===== config.mk =====
export PLATFORM = sky130hd
export DESIGN_NAME = input_fifo_flat
export DESIGN_NICKNAME = d
export VERILOG_FILES = /design/src/rtl/input_fifo_pkg.sv /design/src/rtl/input_fifo_if.sv /design/src/rtl/input_fifo_parity_checker.sv /design/src/rtl/input_fifo.sv /design/src/flat_wrapper.sv
export SDC_FILE = /design/constraint.sdc
export NUM_CORES = 1
export LEC_CHECK = 0
export CAP_MARGIN = 20
export CORE_ASPECT_RATIO = 1.5
export CORE_MARGIN = 2
export CORE_UTILIZATION = 54
export DETAILED_ROUTE_END_ITERATION = 8
export GPL_ROUTABILITY_DRIVEN = 0
export GPL_TIMING_DRIVEN = 1
export PLACE_DENSITY = 0.79
export SLEW_MARGIN = 25
export SYNTH_ARGS = -nofsm -noshare
export SYNTH_HDL_FRONTEND = slang
export SYNTH_SLANG_ARGS = --single-unit

===== constraint.sdc =====
create_clock -name clk -period 2.4 [get_ports clk]
set_input_delay 0.36 -clock clk [delete_from_list [all_inputs] [get_ports clk]]
set_output_delay 0.36 -clock clk [all_outputs]
set_load 0.01 [all_outputs]

===== src/rtl/input_fifo_pkg.sv =====
// Shared router-port parameters: flit width, default FIFO depth and flit field offsets.
package input_fifo_pkg;

    localparam int unsigned FLIT_W      = 32;
    localparam int unsigned FIFO_DEPTH  = 4;
    localparam int unsigned FIFO_ADDR_W = 2;
    localparam int unsigned PARITY_BIT  = FLIT_W - 1;

    // Flit layout: even parity bit on top of the payload.
    typedef struct packed {
        logic              parity;
        logic [FLIT_W-2:0] payload;
    } flit_t;

endpackage


===== src/rtl/input_fifo_if.sv =====
// Upstream link between a router output stage (master) and an input FIFO (slave).
interface input_fifo_if
    import input_fifo_pkg::*;
#(
    parameter int unsigned DATA_WIDTH = FLIT_W
);
    logic [DATA_WIDTH-1:0] data_in;
    logic                  valid_in;
    logic                  ready_out;

    modport master (output data_in, output valid_in, input ready_out);
    modport slave  (input data_in, input valid_in, output ready_out);
endinterface


===== src/rtl/input_fifo_parity_checker.sv =====
// Combinational even-parity check of a flit; the top bit is the parity over the rest.
module input_fifo_parity_checker #(
    parameter int unsigned DATA_WIDTH = 32
) (
    input  logic [DATA_WIDTH-1:0] flit,
    output logic                  parity_ok_c
);
    assign parity_ok_c = ((^flit[DATA_WIDTH-2:0]) == flit[DATA_WIDTH-1]);
endmodule


===== src/rtl/input_fifo.sv =====
// Router input-port FIFO with conservative two-slot ready margin and FWFT head output.
// Optional parity checking of incoming flits under INPUT_FIFO_PARITY_CHECK_EN.
module input_fifo
    import input_fifo_pkg::*;
#(
    parameter int unsigned DATA_WIDTH = FLIT_W,
    parameter int unsigned DEPTH      = FIFO_DEPTH,
    parameter int unsigned ADDR_W     = FIFO_ADDR_W
) (
    input  logic                  clk,
    input  logic                  rst,
    input_fifo_if.slave           up,
    input  logic                  read_en,
    output logic [DATA_WIDTH-1:0] data_out,
    output logic                  empty,
    output logic [ADDR_W:0]       count,
    output logic                  overflow_err
`ifdef INPUT_FIFO_PARITY_CHECK_EN
    ,
    output logic                  parity_err
`endif
);
    localparam int unsigned CNT_W = ADDR_W + 1;

    logic [DATA_WIDTH-1:0] mem [DEPTH];
    logic [ADDR_W-1:0]     wr_ptr;
    logic [ADDR_W-1:0]     rd_ptr;
    logic                  full;
    logic                  pop;
    logic                  wr_fire;

    assign full    = (count == CNT_W'(DEPTH));
    assign empty   = (count == CNT_W'(0));
    assign pop     = read_en && !empty;
    assign wr_fire = up.valid_in && (!full || pop);

    // Two free slots needed: one flit may already be in flight when ready drops.
    assign up.ready_out = !rst && (count <= CNT_W'(DEPTH - 2));
    assign data_out     = mem[rd_ptr];

    // Storage array is intentionally not reset.
    always_ff @(posedge clk) begin
        if (wr_fire) begin
            mem[wr_ptr] <= up.data_in;
        end
    end

    always_ff @(posedge clk) begin
        if (rst) begin
            wr_ptr       <= '0;
            rd_ptr       <= '0;
            count        <= '0;
            overflow_err <= 1'b0;
        end else begin
            if (wr_fire) begin
                wr_ptr <= wr_ptr + ADDR_W'(1);
            end
            if (pop) begin
                rd_ptr <= rd_ptr + ADDR_W'(1);
            end
            case ({wr_fire, pop})
                2'b10:   count <= count + CNT_W'(1);
                2'b01:   count <= count - CNT_W'(1);
                default: count <= count;
            endcase
            // Full implies non-empty, so a full FIFO with read_en always pops.
            if (up.valid_in && full && !read_en) begin
                overflow_err <= 1'b1;
            end
        end
    end

`ifdef INPUT_FIFO_PARITY_CHECK_EN
    logic parity_ok_c;

    input_fifo_parity_checker #(
        .DATA_WIDTH (DATA_WIDTH)
    ) u_parity_checker (
        .flit        (up.data_in),
        .parity_ok_c (parity_ok_c)
    );

    always_ff @(posedge clk) begin
        if (rst) begin
            parity_err <= 1'b0;
        end else begin
            parity_err <= wr_fire && !parity_ok_c;
        end
    end
`endif

endmodule


===== src/flat_wrapper.sv =====
// flat-port wrapper written by rule: the top's interface ports become plain ports
module input_fifo_flat import input_fifo_pkg::*;
#(
    parameter int unsigned DATA_WIDTH = FLIT_W,
    parameter int unsigned DEPTH      = FIFO_DEPTH,
    parameter int unsigned ADDR_W     = FIFO_ADDR_W
)
  (clk, rst, read_en, data_out, empty, count, overflow_err, up_data_in, up_valid_in, up_ready_out);
  input_fifo_if #(.DATA_WIDTH(DATA_WIDTH)) up_i ();
  input  logic clk;
  input  logic rst;
  input  logic read_en;
  output logic [DATA_WIDTH-1:0] data_out;
  output logic empty;
  output logic [ADDR_W:0] count;
  output logic overflow_err;
  input wire logic [$bits(up_i.data_in)-1:0] up_data_in;
  input wire logic [$bits(up_i.valid_in)-1:0] up_valid_in;
  output wire logic [$bits(up_i.ready_out)-1:0] up_ready_out;
  assign up_i.data_in = up_data_in;
  assign up_i.valid_in = up_valid_in;
  assign up_ready_out = up_i.ready_out;
  input_fifo #(.DATA_WIDTH(DATA_WIDTH), .DEPTH(DEPTH), .ADDR_W(ADDR_W)) u_core (.clk(clk), .rst(rst), .up(up_i), .read_en(read_en), .data_out(data_out), .empty(empty), .count(count), .overflow_err(overflow_err));
endmodule

After elaboration in Yosys (flattened, before gate mapping):

Memories as Yosys holds them, arrays and structs flattened. A register that Yosys moved wholly into a read port is not among the register bits.
Index checks and enable logic that the tools add are counted.
W data, S select, Z words.

* output and inout bits: 38
* input bits: 36
* memory bits (writable): 128
* memories kept: 1
* register bits: 8

* add/sub/neg operators: 4
* equal/unequal tests: 3
* mux-type cells: 5
* $lt $le $gt $ge: 1
* reductions and logical operators: 12

Memory list
* u_core.mem: words 4, width 32, rd ports 1, clocked after memory_dff 1, write ports 1, line input_fifo.sv:25 `logic [DATA_WIDTH-1:0] mem [DEPTH];`

Operators with widths (count)
* $pmux W3 S2: 1
* $logic_and A1 B1 Y1: 5
* $add A2 B1 Y2 const B: 2
* $logic_not A1 Y1: 4
* $mux W2: 2
* $add A3 B1 Y3 const B: 1
* $eq A3 B3 Y1 const B: 1
* $le A3 B2 Y1 const B: 1
* $logic_not A3 Y1: 1
* $sub A3 B1 Y3 const B: 1
* $eq A2 B1 Y1 const B: 1
* $eq A2 B2 Y1 const B: 1
* $mux W1: 2
* $reduce_bool A2 Y1: 1
* $logic_or A1 B1 Y1: 1

Logic depth before layout (Yosys ltp):

Gate-level depths: netlist of the first run.

* depth in word-level cells: 7
* mapped depth: 9
* gate-level depth less buffers: 9

Worst setup path before layout of the first run:

No wires, ideal clock.

* path kind: reg2reg
* start point: register u_core.count[0]
* end point: register u_core.count[2]
* arrival time: 2.023 ns
* clock period less this slack: 2.094 ns
* cell stages (with the launch flop): 10
* path slack: 0.306 ns
* buffers on the path: 0
* path through: dfxtp_1 -> nor4b_4 -> nor2b_2 -> inv_1 -> ha_1 -> inv_1 -> fa_1 -> xor2_1 -> or3_1 -> a21oi_1

* cells in the longest elaborated chain, start to end: 7
* elaborated cells on any way between the ends: 13
* classes of those cells: 2 x add/sub; 3 x eq/ne; 1 x mux; 7 x reduce/logical

Ends and longest elaborated chain
* start, declared: line input_fifo.sv:16 `output logic [ADDR_W:0] count,`
* start signal, assigned: line input_fifo.sv:62 `2'b10: count <= count + CNT_W'(1);`
* start signal, assigned: line input_fifo.sv:63 `2'b01: count <= count - CNT_W'(1);`
* start signal, assigned: line input_fifo.sv:64 `default: count <= count;`
* $logic_not A3 Y1: line input_fifo.sv:33 `assign empty = (count == CNT_W'(0));`
* $logic_not A1 Y1: line input_fifo.sv:34 `assign pop = read_en && !empty;`
* $logic_and A1 B1 Y1: line input_fifo.sv:34
* $logic_or A1 B1 Y1: line input_fifo.sv:35 `assign wr_fire = up.valid_in && (!full || pop);`
* $logic_and A1 B1 Y1: line input_fifo.sv:35
* $eq A2 B1 Y1 or $eq A2 B2 Y1 (tied branches): line input_fifo.sv:61 `case ({wr_fire, pop})`
* $pmux W3 S2 or $reduce_bool A2 Y1 (tied branches)

Parallel ways exist; a longest one is shown, timed or not.
A chain may end at the register's enable or synchronous reset.

==> results of run 1 <==
==> stage by stage <==
stage | instance area, µm² | cells | setup slack (ps) | util [%] | power (mW)
2_1_floorplan | 5149 | 224 | 306.2 | - | 3.813
3_3_place_gp | 6050 | 410 | -20.21 | 65.37 | 4.501
3_5_place_dp | 6050 | 410 | -93.87 | 65.37 | 4.533
4_1_cts | 6648 | 444 | -25.24 | 71.84 | 7.044
5_1_grt | 6715 | 446 | -13.11 | 72.57 | 7.230
6_report | 6715 | 446 | 46.13 | 72.57 | 6.957
==> cells by family (layout without fill, tap and decap cells) <==
| logic type | after synthesis | in the layout | share of synthesized area, % |
|---|---|---|---|
| flops | 138 | 138 | 78.54 |
| compound gates | 8 | 8 | 0.8750 |
| simple gates | 20 | 20 | 2.357 |
| fa+ha+maj | 6 | 6 | 1.604 |
| buf+inv | 15 | 125 | 1.628 |
| mux | 34 | 34 | 14.48 |
| xor+xnor | 3 | 3 | 0.5104 |
==> routing by layer <==
| metal | wire length, µm | GRT usage (%) |
|---|---|---|
| met5 | 0 | 0 |
| met4 | 236 | 9.778 |
| met3 | 384 | 5.235 |
| met2 | 4718 | 31.40 |
| met1 | 3374 | 19.86 |
==> cell usage after synthesis, types with 2 or more instances <==
| master | number |
|---|---|
| edfxtp_1 | 128 |
| ha_1 | 5 |
| or3_1 | 2 |
| dfxtp_1 | 10 |
| nor2_1 | 8 |
| and2_1 | 4 |
| mux4_2 | 32 |
| o21ai_0 | 2 |
| xor2_1 | 3 |
| buf_6 | 3 |
| inv_1 | 7 |
| buf_2 | 4 |
| nand2b_1 | 2 |
| a21oi_1 | 4 |
==> worst register-to-register path, stage by stage, from the launching register on <==
cell,delay (ps)
dfxtp_1,400
nor4b_4,350
nor2b_2,70
inv_1,60
ha_1,160
inv_1,60
fa_1,380
xor2_1,160
or3_1,300
a21oi_1,140
==> flip-flops by register name, summed over array words and instances (netlist names), named ones only <==
register and cells:
u_core.mem 128, u_core.count 3, u_core.rd_ptr 2, u_core.wr_ptr 2, u_core.overflow_err 1
==> final cells by class <==
| type | instances | area share [%] |
|---|---|---|
| timing repair buffer | 86 | 13.34 |
| inverter | 7 | 0.3913 |
| sequential | 138 | 60.26 |
| clock inverter | 15 | 2.310 |
| tap | 112 | 2.087 |
| clock buffer | 17 | 6.335 |
| multi-input combinational | 71 | 15.28 |
==> path summary, 6_finish.rpt <==
path / slack (ps) / from / to
hold reg to reg: 500 / u_core.overflow_err$_SDFFE_PP0P_ / u_core.overflow_err$_SDFFE_PP0P_
setup / recovery: 50 / flip-flop / data_out[11]
setup reg to reg: 260 / u_core.count[0]$_SDFFE_PP0P_ / u_core.count[2]$_SDFFE_PP0P_
hold / removal: 500 / u_core.overflow_err$_SDFFE_PP0P_ / u_core.overflow_err$_SDFFE_PP0P_
==> layout by cell type, fill, tap and decap left out, drive strengths merged, types with 2 or more instances in the layout <==
| cell | instances |
|---|---|
| clkinv | 6 |
| o21ai | 2 |
| nand2b | 2 |
| dlygate4sd2 | 4 |
| dlymetal6s2s | 19 |
| ha | 5 |
| a21oi | 4 |
| dfxtp | 10 |
| and2 | 4 |
| mux4 | 32 |
| inv | 15 |
| or3 | 2 |
| xor2 | 3 |
| edfxtp | 128 |
| clkdlybuf4s50 | 50 |
| buf | 13 |
| clkbuf | 17 |
| nor2 | 8 |
==> repair_timing <==
item                       CTS  global route
gates resized for setup      6            20
setup endpoints to repair   17            28
buffers inserted             2             2
==> power by group <==
group          internal, mW  switching (mW)  total [mW]
clock                  1.46            1.02        2.48
combinational         0.878           0.655        1.53
sequential             2.84          0.0966        2.94
==> flow_summary.yaml, run 1 <==
power:
  powerDensity_nw_per_um2: 1036
  ir_drop_mv: 0.7492
  leakagePower_nw: 2.394
detailed_routing:
  wl_per_cell_um: 19.54
  totalWireLength_um: 8714
  first_pass_iters: 4
  ant_nets: 0
  drc: 0
  vias: 2492
  drt_iter0_drc: 118
  via_per_inst: 5.587
timing:
  slew_violations: 0
  period_needed_ps: 2354
  final.period_utilization_pct: 98.08
  timing.hold.ws_ps: 497.0
  relSlewSlack_pct: 42.02
  rsz0062_at_grt: "true"
  fin_skew_ps: 7.760
  hold_viol: 0
  fmax_mhz: 424.8
  finalSetupTns_ps: 0
  setup_viol: 0
  max_slew.worst_pin.slew_ps: 869.7
layout:
  drive_gt1_share_pct: 25.75
  seq_area_um2: 4046
  multiInputGateArea_um2: 1026
  diodes: 0
  syn_to_final_growth_pct: 30.43
  fillers: 570
  nNetsFinal: 363
clock_tree:
  htreeDepth: 4
  insertion_delay_ps: 410
  cts_tree: "built"
  cts_buffer_depth: 2
  clkTransAtPathRegs_ps: 60
  cts_hold_buf: 0
  root_buffer: "clkbuf_16"
  cts_buffers: 17
  cts_sinks: 138
yosys:
  syn_area_um2: 5149
  synth_cell_types: 24
  avgSynthCellArea_um2: 22.99
  yosysWarnings: 0
  synth_area_leaders: "edfxtp_1 (75%), mux4_2 (14%), dfxtp_1 (3.9%)"
  synth_top_area_share_pct: 74.65
  synth_flop_cell: "edfxtp_1"
  synth_async_sr_flop_share_pct: 0
  synth_top_cell_by_area: "edfxtp_1"
  synth_fp_nets: 266
  synth-edff-count: 128
  synthCells: 224
  synth-seq-cells: 138
  synth-seq-area-share_pct: 78.54
setup_path:
  cp_num_buf_inv: 2
  crit_arrival_ps: 1990
  critical_path_class: "flip-flop to primary output"
  path_cells: "buf_12 -> mux4_2 -> clkdlybuf4s50_1"
  end_kind: "primary output"
  crit_required_ps: 2040
  startpoint_type: "flip-flop"
  crit_fanout: 13
  critPathTopFamily: "buffers and inverters"
  slowest_stage: "mux4_2"
  crit_cells: 3
  r2r_cells: 9
  slowest_delay_ps: 520
floorplanning:
  dieArea_um2: 10350
  rows: 43
  initial_core_util_pct: 55.64
  coreArea_um2: 9254
  fp.dieH_um: 123.6
  dieWidth_um: 83.73
  io_pins: 74
worst_hold_path:
  hold_path_depth: 2
  hold_class: "flip-flop to flip-flop"
outcome:
  status: "finished clean"
global_route:
  grt_overflow_total: 0
  grt_max_degree: 33
  grt_pass1_vias: 2581
  antenna_found_initial: 0
  grt_pass1_wl_um: 13230
  track_usage_pct: 17.95
placement:
  hpwl_um: 5201
  portBuffers: 73
run:
  drv_cap: 0
Note: power is estimated with default switching activity, not from simulation.
==> run 2: changes to the inputs <==
--- a/config.mk
+++ b/config.mk
@@ -6,7 +6,6 @@
 export NUM_CORES = 1
 export LEC_CHECK = 0
 export CAP_MARGIN = 20
-export CORE_ASPECT_RATIO = 1.5
 export CORE_MARGIN = 2
 export CORE_UTILIZATION = 54
 export DETAILED_ROUTE_END_ITERATION = 8
==> flow_summary.yaml, run 2 (synthesis results as in run 1) <==
outcome:
  status: "finished clean"
placement:
  hpwl_um: 5039
  place_area_um2: 6081
  place_inst: 425
  portBuffers: 73
setup_path:
  crit_cells: 3
  critical_path_class: "flip-flop to primary output"
  r2r_cells: 9
  crit_required_ps: 2040
  critPathTopFamily: "multiplexers"
  startpoint_type: "flip-flop"
  crit_arrival_ps: 1910
  crit_fanout: 13
  slowest_stage: "mux4_2"
  end_kind: "primary output"
  path_cells: "buf_12 -> mux4_2 -> dlygate4sd2_1"
  slowest_delay_ps: 530
  cp_num_buf_inv: 2
power:
  powerDensity_nw_per_um2: 1032
  p_sw_share_pct: 25.37
  p_sw_mw: 1.737
  combPwrFrac_pct: 20.2
  clockPowerShare_pct: 36.6
  p_seq_share_pct: 43.2
  leakagePower_nw: 2.229
  intPower_mw: 5.111
  ir_drop_mv: 0.5972
layout:
  diodes: 0
  reg_top3: "u_core.mem: 128 flops, u_core.count: 3 flops"
  top_register: "u_core.mem"
  final_cell_mix: "edfxtp_1 (128), clkdlybuf4s50_1 (41), mux4_2 (32), dlygate4sd2_1 (32), clkbuf_16 (16)"
  drive_gt1_share_pct: 24.01
  final_common_cell: "edfxtp_1"
  fin_cells: 458
  final_area_um2: 6633
  nNetsFinal: 358
  largest_reg_flops: 128
  syn_to_final_growth_pct: 28.82
clock_tree:
  clkTransAtPathRegs_ps: 70
  root_buffer: "clkbuf_8"
  cts_buffer_depth: 2
  cts_hold_buf: 0
  cts_sinks: 138
  insertion_delay_ps: 510
  cts_buffers: 17
  cts_tree: "built"
  htreeDepth: 4
timing:
  setup_viol: 0
  period_needed_ps: 2273
  fin_skew_ps: 8.650
  final.period_utilization_pct: 94.71
  hold_viol: 0
  relSlewSlack_pct: 42.37
  fmax_mhz: 439.9
  slew_violations: 0
  rsz0062_at_grt: "false"
  max_slew.worst_pin.slew_ps: 864.4
worst_hold_path:
  hold_class: "input port to flip-flop"
  hold_path_depth: 1
global_route:
  track_usage_pct: 18.26
  grt_overflow_total: 0
  antenna_found_initial: 0
  grt_pass1_wl_um: 13330
  grt_max_degree: 33
  grt_pass1_vias: 2572
floorplanning:
  coreArea_um2: 9240
  dieArea_um2: 10330
  fp.dieH_um: 101.6
  rows: 35
  dieWidth_um: 101.6
  initial_core_util_pct: 55.72
  io_pins: 74
detailed_routing:
  via_per_inst: 5.330
  totalWireLength_um: 8542
  vias: 2441
  drc: 0
  first_pass_iters: 5
  drt_iter0_drc: 88
  ant_nets: 0
  wl_per_cell_um: 18.65
run:
  drv_cap: 0
==> run 2: cell count changes in the layout (fill, tap and decap cells not counted), sizes merged <==
cell,before,now
clkinvlp,0,1
clkbuf,17,18
buf,13,8
clkdlybuf4s50,50,41
dlymetal6s2s,19,0
inv,15,12
bufinv,1,2
dlygate4sd2,4,32
==> run 2: worst paths after layout <==
kind	slack, ps	end	startpoint
worst min register to register	490	u_core.overflow_err$_SDFFE_PP0P_	u_core.overflow_err$_SDFFE_PP0P_
worst max register to register	230	u_core.count[2]$_SDFFE_PP0P_	u_core.count[0]$_SDFFE_PP0P_
worst max-delay path	130	data_out[6]	flip-flop
worst min-delay path	480	u_core.mem[0][21]$_DFFE_PP_	up_data_in[21]
==> run 2: area by class of cell <==
class | count | area (µm²)
fill | 565 | 2608
sequential | 138 | 4051
clock inverter | 14 | 161.4
clock buffer | 18 | 417.9
multi-input combinational | 71 | 1026
tap | 129 | 161.4
inverter | 7 | 26.28
timing repair buffer | 81 | 788.3
==> run 2: metal layers <==
layer  up-vias  global-route usage [%]  part of all wire (%)
li1       1109                       -                     -
met1      1253                   22.88                    44
met2        70                   29.50                    51
met3         9                   7.039                   4.1
met4         0                   6.237                   1.5
met5         -                       0                     0
==> run 2: repair_timing <==
action / 4_1_cts / 5_1_grt
resized for setup: 34 / 0
setup buffers: 1 / 0
setup endpoints to repair: 32 / 0
==> run 2: power by group through the flow <==
stage          combinational [mW]  sequential, mW  clock (mW)
2_1_floorplan               0.849            2.96           0
5_1_grt                      1.50            2.98        2.66
3_3_place_gp                 1.50            3.01           0
4_1_cts                      1.42            2.96        2.54
3_5_place_dp                 1.52            3.02           0
6_report                     1.38            2.96        2.51
==> run 2: worst reg2reg max path, delay by kind of cell (launching register included) <==
kind,cells,cell delay (ps)
simple gates,3,720
fa+ha+maj,2,540
flops,1,410
xor+xnor,1,160
compound gates,1,160
buf+inv,2,120
==> run 2: through the flow <==
step	utilization [%]	worst slack (ps)	power (mW)	setup TNS [ps]	hold WS [ps]
detailed placement	65.81	-147.6	4.543	-4047	467.5
global route	71.78	49.64	7.137	0	463.4
global placement	65.81	-27.68	4.506	-27.68	466.7
floorplan	-	306.2	3.813	0	458.9
CTS	71.78	97.65	6.917	0	459.7
finish	71.78	127.0	6.848	0	481.8
